**src/rtl/step_cmd_ctrl.sv**
```systemverilog
// Button conditioner, auto-stepper and arbiter feeding the digit-sequence FSM.
// Define HOLD_REPEAT_EN to add hold-to-repeat stepping in MAN mode.
module step_cmd_ctrl #(
  parameter int DEB_CYCLES  = 4,
  parameter int AUTO_PERIOD = 8,
  parameter int CNT_W       = 4
) (
  input  logic       dclk,
  input  logic       reset,
  input  logic       btn_up,
  input  logic       btn_down,
  input  logic       btn_clr,
  input  logic       btn_auto,
  output logic       up,
  output logic       down,
  output logic [1:0] mode
);

  typedef enum logic [1:0] {
    MAN     = 2'b00,
    AUTO_UP = 2'b01,
    AUTO_DN = 2'b10
  } mode_t;

  localparam int NB = 4;
  localparam logic [CNT_W-1:0] DEB_LAST =
    CNT_W'(DEB_CYCLES - 1);
  localparam logic [CNT_W-1:0] TMR_LAST =
    CNT_W'(AUTO_PERIOD - 1);

  // bit order: 0 up, 1 down, 2 clr, 3 auto
  logic [NB-1:0] raw, s1, s2, deb, deb_d, prs;
  logic [CNT_W-1:0] dcnt [NB];

  assign raw = {btn_auto, btn_clr, btn_down, btn_up};
  assign prs = deb & ~deb_d;

  always_ff @(posedge dclk or posedge reset) begin
    if (reset) begin
      s1    <= '0;
      s2    <= '0;
      deb   <= '0;
      deb_d <= '0;
      for (int i = 0; i < NB; i++)
        dcnt[i] <= '0;
    end else begin
      s1    <= raw;
      s2    <= s1;
      deb_d <= deb;
      for (int i = 0; i < NB; i++) begin
        if (s2[i] == deb[i]) begin
          dcnt[i] <= '0;
        end else if (dcnt[i] == DEB_LAST) begin
          deb[i]  <= ~deb[i];
          dcnt[i] <= '0;
        end else begin
          dcnt[i] <= dcnt[i] + 1'b1;
        end
      end
    end
  end

  // one-hot event classes so the arbiter below is exclusive
  logic ev_clr, ev_auto, ev_step;

  assign ev_clr  = prs[2] | (prs[0] & prs[1]);
  assign ev_auto = prs[3] & ~ev_clr;
  assign ev_step = (prs[0] ^ prs[1])
                 & ~prs[2] & ~prs[3];

  mode_t            mode_q;
  mode_t            mode_nx;
  logic [CNT_W-1:0] tmr;
  logic             rep_up, rep_dn;

  always_comb begin
    mode_nx = MAN;
    unique case (mode_q)
      MAN:     mode_nx = AUTO_UP;
      AUTO_UP: mode_nx = AUTO_DN;
      default: mode_nx = MAN;
    endcase
  end

`ifdef HOLD_REPEAT_EN
  localparam logic [CNT_W-1:0] REP_LAST =
    CNT_W'(2 * AUTO_PERIOD - 1);
  localparam logic [CNT_W-1:0] REP_RLD =
    CNT_W'(AUTO_PERIOD);

  logic             rep_arm, rep_dir, held;
  logic             rep_fire;
  logic [CNT_W-1:0] rep;

  assign held = rep_dir ? (deb[1] & ~deb[0])
                        : (deb[0] & ~deb[1]);
  assign rep_fire = rep_arm & held
                  & (rep == REP_LAST);
  assign rep_up = rep_fire & ~rep_dir;
  assign rep_dn = rep_fire & rep_dir;

  always_ff @(posedge dclk or posedge reset) begin
    if (reset) begin
      rep_arm <= 1'b0;
      rep_dir <= 1'b0;
      rep     <= '0;
    end else if (ev_clr | ev_auto) begin
      rep_arm <= 1'b0;
      rep     <= '0;
    end else if (ev_step) begin
      rep_arm <= 1'b1;
      rep_dir <= prs[1];
      rep     <= '0;
    end else if (rep_arm & held) begin
      rep <= rep_fire ? REP_RLD : rep + 1'b1;
    end else begin
      rep_arm <= 1'b0;
      rep     <= '0;
    end
  end
`else
  assign rep_up = 1'b0;
  assign rep_dn = 1'b0;
`endif

  always_ff @(posedge dclk or posedge reset) begin
    if (reset) begin
      up     <= 1'b0;
      down   <= 1'b0;
      mode_q <= MAN;
      tmr    <= '0;
    end else begin
      up   <= 1'b0;
      down <= 1'b0;
      unique case (1'b1)
        ev_clr: begin
          up     <= 1'b1;
          down   <= 1'b1;
          mode_q <= MAN;
          tmr    <= '0;
        end
        ev_auto: begin
          mode_q <= mode_nx;
          tmr    <= '0;
        end
        ev_step: begin
          up     <= prs[0];
          down   <= prs[1];
          mode_q <= MAN;
          tmr    <= '0;
        end
        default: begin
          if (mode_q == MAN) begin
            tmr  <= '0;
            up   <= rep_up;
            down <= rep_dn;
          end else if (tmr == TMR_LAST) begin
            tmr  <= '0;
            up   <= (mode_q == AUTO_UP);
            down <= (mode_q == AUTO_DN);
          end else begin
            tmr <= tmr + 1'b1;
          end
        end
      endcase
    end
  end

  assign mode = mode_q;

endmodule
```
**config.mk**
```make
export PLATFORM = sky130hd
export DESIGN_NAME = step_cmd_ctrl
export DESIGN_NICKNAME = d
export VERILOG_FILES = /design/src/rtl/step_cmd_ctrl.sv
export SDC_FILE = /design/constraint.sdc
export NUM_CORES = 1
export LEC_CHECK = 0
export CAP_MARGIN = 5
export CORE_ASPECT_RATIO = 1.4
export CORE_MARGIN = 4
export CORE_UTILIZATION = 38
export DETAILED_ROUTE_END_ITERATION = 10
export PLACE_DENSITY = 0.64
export REMOVE_ABC_BUFFERS = 1
export SLEW_MARGIN = 20
export SYNTH_ARGS = -nofsm -noshare
export SYNTH_HDL_FRONTEND = slang
export SYNTH_SLANG_ARGS = --single-unit
```
**constraint.sdc**
```tcl
create_clock -name dclk -period 1.5 [get_ports dclk]
set_input_delay 0.225 -clock dclk [delete_from_list [all_inputs] [get_ports dclk]]
set_output_delay 0.225 -clock dclk [all_outputs]
set_load 0.01 [all_outputs]
```
# [Yosys cells after proc, flatten, opt, wreduce, memory -nomap -nowiden]
# Cells that the tools add are included.
[op_classes] addsub=5 eq_ne=11 muxes=19 bitwise_logic=19 n_reduce_logical=8
[op_table] cell="$mux W4" count=11
[op_table] cell="$add A4 B1 Y4 const B" count=5
[op_table] cell="$eq A4 B2 Y1 const B" count=4
[op_table] cell="$not A1 Y1" count=11
[op_table] cell="$pmux W2 S2" count=2
[op_table] cell="$reduce_and A2 Y1" count=4
[op_table] cell="$pmux W1 S3" count=2
[op_table] cell="$and A1 B1 Y1" count=4
[op_table] cell="$and A4 B4 Y4" count=1
[op_table] cell="$eq A1 B1 Y1" count=4
[op_table] cell="$eq A4 B3 Y1 const B" count=1
[op_table] cell="$mux W1" count=4
[op_table] cell="$not A4 Y4" count=1
[op_table] cell="$reduce_or A3 Y1" count=1
[op_table] cell="$eq A2 B1 Y1 const B" count=1
[op_table] cell="$eq A2 B2 Y1 const B" count=1
[op_table] cell="$logic_not A2 Y1" count=1
[op_table] cell="$reduce_bool A2 Y1" count=1
[op_table] cell="$reduce_or A2 Y1" count=1
[op_table] cell="$or A1 B1 Y1" count=1
[op_table] cell="$xor A1 B1 Y1" count=1
[totals] regBits=40 input_bits=6 out_inout_bits=4 elab_cells=77

# [Logic depth before layout (Yosys ltp)]
# Gate-level depths: netlist of the first run.
[depth] ltp_word=8 ltp_mapped=5 depth_no_buf=5

# [Worst setup path before layout of the first run]
# No wires, ideal clock.
[synth_path] path_type="register to register" start="reg deb[0]" end="reg tmr[2]" setup_time_ns=0.101 arrival_time_ns=1.226 required_time_ns=1.399 setup_slack_ns=0.173 path_stages_with_launch=6 n_path_buf=0 synth_period_minus_slack_ns=1.327 path_cell_list="dfrtp_1 -> nor2b_1 -> ha_1 -> clkinv_2 -> nand2_4 -> nor4_1"
[synth_between] elab_chain_cells=7 elab_cells_between_ends=10 classes_between="1 x mux; 8 x bitwise; 1 x reduce/logical"
[synth_lines] item="from (decl)" line="32" rtl="logic [NB-1:0] raw, s1, s2, deb, deb_d, prs;"
[synth_lines] item="from (signal, indexed assignment)" line="54" rtl="deb[i] <= ~deb[i];"
[synth_lines] item="$and A4 B4 Y4 (*)" line="36" rtl="assign prs = deb & ~deb_d;"
[synth_lines] item="$and A1 B1 Y1" line="66" rtl="assign ev_clr = prs[2] | (prs[0] & prs[1]);"
[synth_lines] item="$or A1 B1 Y1" line="66"
[synth_lines] item="$not A1 Y1" line="67" rtl="assign ev_auto = prs[3] & ~ev_clr;"
[synth_lines] item="$and A1 B1 Y1" line="67"
[synth_lines] item="$reduce_or A3 Y1 (no line) (*)"
[synth_lines] item="$mux W4 (*)" line="135" rtl="unique case (1'b1)"
[synth_lines] item="to (signal assigned)" line="162" rtl="tmr <= tmr + 1'b1;"
[synth_lines] item="to (decl)" line="73" rtl="logic [CNT_W-1:0] tmr;"
# Mark *: on every way between the ends. The rest lies on a longest branch, timed or not.
# A chain may end at the register's enable or synchronous reset.

# [Final worst setup path of the first run]
[layout_path] start="reg deb[1]" end="reg tmr[3]"
# The elaborated chain is that of the path after synthesis.

==> results of run 1 <==
## state kept, by name (all words and copies together), names as in the netlist
signal,cells
dcnt,16
mode,2
up,1
down,1
s1,4
deb,4
s2,4
tmr,4
deb_d,4
## synthesized netlist by cell type
cell / count / area (um^2)
nor4b_1: 1 / 8.76
mux2_1: 4 / 45.0
nor4b_2: 2 / 30.0
nand2_4: 1 / 11.3
and3b_1: 1 / 8.76
nand3b_1: 3 / 22.5
a31oi_1: 2 / 12.5
mux2_2: 1 / 11.3
a21oi_1: 4 / 20.0
a21o_1: 1 / 7.51
o311ai_1: 2 / 17.5
xor2_1: 4 / 35.0
nand3_1: 8 / 40.0
nor2_1: 10 / 37.5
nor3_1: 4 / 20.0
nand2b_1: 3 / 18.8
mux2i_1: 1 / 10.0
clkinv_2: 1 / 5.00
nand2b_4: 1 / 13.8
nor2b_1: 6 / 37.5
nor4_1: 2 / 12.5
dfrtp_1: 40 / 1000
nand2_1: 1 / 3.75
inv_1: 4 / 15.0
nor3b_2: 4 / 50.1
xnor2_1: 5 / 43.8
and4bb_1: 1 / 12.5
ha_1: 6 / 75.1
## area by class of cell
class	count	area, um^2	area share, %
inverter	5	20.0	1.02
tap	43	53.8	2.73
timing repair buffer	13	131	6.68
sequential	40	1000	51.0
multi-input combinational	78	652	33.1
clock inverter	2	35.0	1.78
clock buffer	6	72.6	3.69
## worst max-delay path by stage
stage	startpoint	to	cells after the start	slack (ns)
6_report	deb[1]$_DFFE_PP0P_	tmr[3]$_DFF_PP0_	5	0.09
5_1_grt	deb[1]$_DFFE_PP0P_	tmr[0]$_DFF_PP0_	5	-0.02
4_1_cts	deb[0]$_DFFE_PP0P_	up$_DFF_PP0_	5	0.03
3_5_place_dp	deb[0]$_DFFE_PP0P_	up$_DFF_PP0_	5	0.03
3_3_place_gp	deb[0]$_DFFE_PP0P_	down$_DFF_PP0_	5	0.14
2_1_floorplan	deb[0]$_DFFE_PP0P_	tmr[2]$_DFF_PP0_	5	0.17
## worst max-delay path: stages, from the launching register on
cell      delay [ns]
dfrtp_1         0.38
nor2b_2         0.16
ha_1            0.33
clkinv_2        0.10
nand2_4         0.08
nor4_2          0.27
## what timing repair did
action	CTS	global route
buffers inserted	1	2
pin swaps	0	1
endpoints found under the setup margin	2	6
resized for setup	3	7
## where the power goes
group | switching [uW] | internal, uW | leakage (uW)
logic | 576 | 531 | 0.000324
clock network | 360 | 493 | 0.0000552
registers | 187 | 1340 | 0.000509
total | 1120 | 2370 | 0.000888
## through the flow
stage	util (%)	cells
CTS	47.4	185
finish	49.0	187
global route	49.0	187
detailed placement	44.5	176
floorplan	-	123
global placement	44.5	176
## metal layers
layer / part of all wire, % / vias to the layer above / wire [um]
li1: - / 467 / -
met1: 41 / 477 / 988
met2: 53 / 18 / 1280
met3: 3.4 / 6 / 83
met4: 2.1 / 0 / 51
met5: 0 / - / 0
## logic make-up (layout without fill, tap and decap cells)
family / count (synthesis) / count (layout) / synth area share, %
AO/OA/AOI/OAI: 9 / 9 / 3.54
adder cells (fa/ha/maj): 6 / 6 / 4.62
multiplexers: 6 / 6 / 4.08
flip-flops: 40 / 40 / 61.5
AND/OR/NAND/NOR: 48 / 48 / 20.2
XOR/XNOR: 9 / 9 / 4.85
buffers and inverters: 5 / 26 / 1.23
==> impl_metrics.yaml, run 1 <==
logic_synthesis:
  syn_inst: 123
  synth_seq_cells: 40
  synthesis.area_um2: 1630
  synth_warnings: 0
  postSynthAreaPerCell_um2: 13.2
  seq_area_frac_synth_pct: 61.5
  synth_cell_type_count: 28
die:
  die_w_um: 63.3
  die_area_um2: 5410
  initial_core_util_pct: 40.5
  ios: 10
  rows: 27
  core_area_um2: 4020
  die_y_um: 85.4
clock_network:
  clk_pin_slew_ns: 0.07
  cts.sinks: 40
  worst_skew_pair.late_latency_ns: 0.29
  clock_path_buffers: 2
  tritoncts: "yes"
  cts_buffers: 5
  root_buffer: "clkbuf_8"
  h-tree-depth: 2
  cts_hold_buf: 0
global_route:
  met2_usage_pct: 16.3
  use_met1_pct: 10.2
  grt_max_degree: 41
  grt_pass1_wl_mm: 4.02
  track_usage_pct: 9.71
  antenna_found_initial: 0
  grt_pass1_vias: 979
  grt.overflow.total: 0
  grt_use_met3_pct: 2.52
  top_usage_layer: "met2"
worst_setup_path:
  worstPathArrival_ns: 1.61
  cp-end-kind: "register"
  worst-r2r-setup-slack_ns: 0.09
  r2r-end: "tmr[3]$_DFF_PP0_"
  cp-start-kind: "register"
  r2r_cells: 5
  required_ns: 1.70
  cp_max_fo: 4
  rr_startpoint: "deb[1]$_DFFE_PP0P_"
  path_class: "register to register"
routing:
  drc: 0
  antenna_left: 0
  viasPerCell: 5.18
  wirelength_mm: 2.41
  dr_total_vias: 968
  drtPass1Iterations: 4
  drtIter0Drc: 23
  wl_per_cell_um: 12.9
final_layout:
  fillers: 357
  antenna_cells: 0
  drive_gt1_share_pct: 19.4
  final_common_cell: "dfrtp_1"
  layout_common_cells: "dfrtp_1, nor2_1, clkdlybuf4s50_1, nand3_1, ha_1"
  nets: 155
  final_cell_area_um2: 1970
  area_growth_pct: 21.0
place:
  io_buffers: 9
  place_congestion: 0.703
  hpwlAfterDp_mm: 1.63
  place_ws_ns: 0.0341
  postPlaceCellArea_um2: 1790
run:
  drv_cap: 0
sta:
  period_share_pct: 94.2
  slew_viol_final: 0
  finalSetupTns_ns: 0
  fmax_mhz: 707
  holdWs_ns: 0.278
  setup_slack_ns: 0.0866
  slew_headroom_pct: 66.1
  period_minus_slack_ns: 1.41
  rsz0062_at_grt: "yes"
  fin_skew_ns: 0.00429
  worst_pin_slew_ns: 0.506
  setup_viol: 0
  hold_viol: 0
outcome:
  status: "complete, no violations"
power:
  leakage_uw: 0.000888
  vdd_drop_max_uv: 732
  power.density_nw_per_um2: 1770
  power_uw: 3490
min_path:
  min_path_type: "input port to async pin"
(Power assumes the default switching activity.)
==> run 2, diff against run 1 <==
Settings changed: CORE_MARGIN 4 to unset.
==> impl_metrics.yaml, run 2 (synthesis gave the netlist of run 1 again) <==
run:
  drv_cap: 0
outcome:
  status: "complete, but fails checks"
  violations: "DRC"
place:
  hpwlAfterDp_mm: 1.70
  place_ws_ns: 0.00684
  place_congestion: 0.822
  io_buffers: 9
worst_setup_path:
  required_ns: 1.68
  worstPathArrival_ns: 1.61
  path_class: "register to register"
  cp_max_fo: 4
  cp-end-kind: "register"
  r2r_cells: 5
  worst-r2r-setup-slack_ns: 0.07
  rr_startpoint: "deb[1]$_DFFE_PP0P_"
  cp-start-kind: "register"
  r2r-end: "down$_DFF_PP0_"
final_layout:
  fillers: 377
  layout_common_cells: "dfrtp_1, nor2_1, nand3_1, clkdlybuf4s50_1"
  top_register: "dcnt"
  nets: 155
  final_common_cell: "dfrtp_1"
  antenna_cells: 0
  multi_input_area_um2: 637
  area_growth_pct: 20.3
  largest_reg_flops: 16
  postLayoutCoreUtil_pct: 48.7
  drive_gt1_share_pct: 18.8
  seqCellArea_um2: 1000
die:
  core_area_um2: 4020
  die_w_um: 57.3
  initial_core_util_pct: 40.5
  rows: 27
  die_area_um2: 4550
  ios: 10
  die_y_um: 79.4
global_route:
  grt.overflow.total: 0
  antenna_found_initial: 0
  track_usage_pct: 12.7
  grt_pass1_wl_mm: 4.35
  grt_max_degree: 41
  grt_pass1_vias: 974
power:
  vdd_drop_max_uv: 943
  power_uw: 3450
  power.density_nw_per_um2: 1760
  leakage_uw: 0.000875
clock_network:
  worst_skew_pair.late_latency_ns: 0.29
  cts_buffers: 5
  tritoncts: "yes"
  cts.sinks: 40
  clk_pin_slew_ns: 0.08
  h-tree-depth: 2
  clock_path_buffers: 2
  root_buffer: "clkbuf_8"
sta:
  period_share_pct: 95.2
  slew_headroom_pct: 60.6
  finalSetupTns_ns: 0
  slew_viol_final: 0
  rsz0062_at_grt: "no"
  worst_pin_slew_ns: 0.589
  holdWs_ns: 0.281
  setup_viol: 0
  fin_skew_ns: 0.00648
  setup_slack_ns: 0.0725
  period_minus_slack_ns: 1.43
  hold_viol: 0
  fmax_mhz: 701
routing:
  dr_total_vias: 954
  drtIter0Drc: 19
  wl_per_cell_um: 12.9
  drc: 1
  viasPerCell: 5.10
  antenna_left: 0
  wirelength_mm: 2.41
  drtPass1Iterations: 7
min_path:
  min_path_type: "input port to async pin"
[run 2: cell types whose count changed in the layout (fill, tap and decap cells not counted), moves of 2 or more]
| cell | delta |
|---|---|
| nor4_4 | +2 |
| nor4b_4 | -2 |
| o311ai_1 | +2 |
| o311ai_2 | -2 |
| nor4b_2 | +2 |
[run 2: routing by layer]
metal / wire, um / global-route usage (%)
met1: 1010 / 14.6
met2: 1280 / 21.3
met3: 73 / 4.38
met4: 46 / 5.12
met5: 0 / 0
[run 2: what timing repair did]
| action | in CTS | in global routing |
|---|---|---|
| cloned | 0 | 0 |
| hold endpoints to repair | 0 | 0 |
| setup buffers | 1 | 2 |
| hold buffers | 0 | 0 |
| resized for setup | 4 | 4 |
| setup endpoints to repair | 3 | 5 |
[run 2: how the worst max path moves through the flow]
stage                             endpoint          startpoint
after floorplan           tmr[2]$_DFF_PP0_  deb[0]$_DFFE_PP0P_
after global placement        up$_DFF_PP0_  deb[0]$_DFFE_PP0P_
after detailed placement  tmr[3]$_DFF_PP0_  deb[0]$_DFFE_PP0P_
after CTS                   down$_DFF_PP0_  deb[0]$_DFFE_PP0P_
after global routing      tmr[0]$_DFF_PP0_  deb[1]$_DFFE_PP0P_
final                       down$_DFF_PP0_  deb[1]$_DFFE_PP0P_
[run 2: cell type report]
type                    instances  area share, %
clock buffers                   5           3.52
clock inverters                 3           2.17
inverters                       5           1.02
multi-input cells              78           32.5
flip-flops and latches         40           51.3
well taps                      43           2.75
repair buffers                 13           6.71
[run 2: report_power, final]
part | switching, uW | internal, uW
logic | 579 | 492
clock network | 361 | 492
registers | 184 | 1340
[run 2: worst max-delay path, stage by stage, from the launching register on]
cell,delay (ns)
dfrtp_1,0.40
nor2b_1,0.15
ha_1,0.31
clkinv_2,0.10
nand3_1,0.10
o311ai_1,0.26
[run 2: per-stage QoR]
| stage | area (um^2) | instances |
|---|---|---|
| 2_1_floorplan | 1630 | 123 |
| 3_3_place_gp | 1790 | 176 |
| 3_5_place_dp | 1790 | 176 |
| 4_1_cts | 1920 | 185 |
| 5_1_grt | 1960 | 187 |
| 6_report | 1960 | 187 |
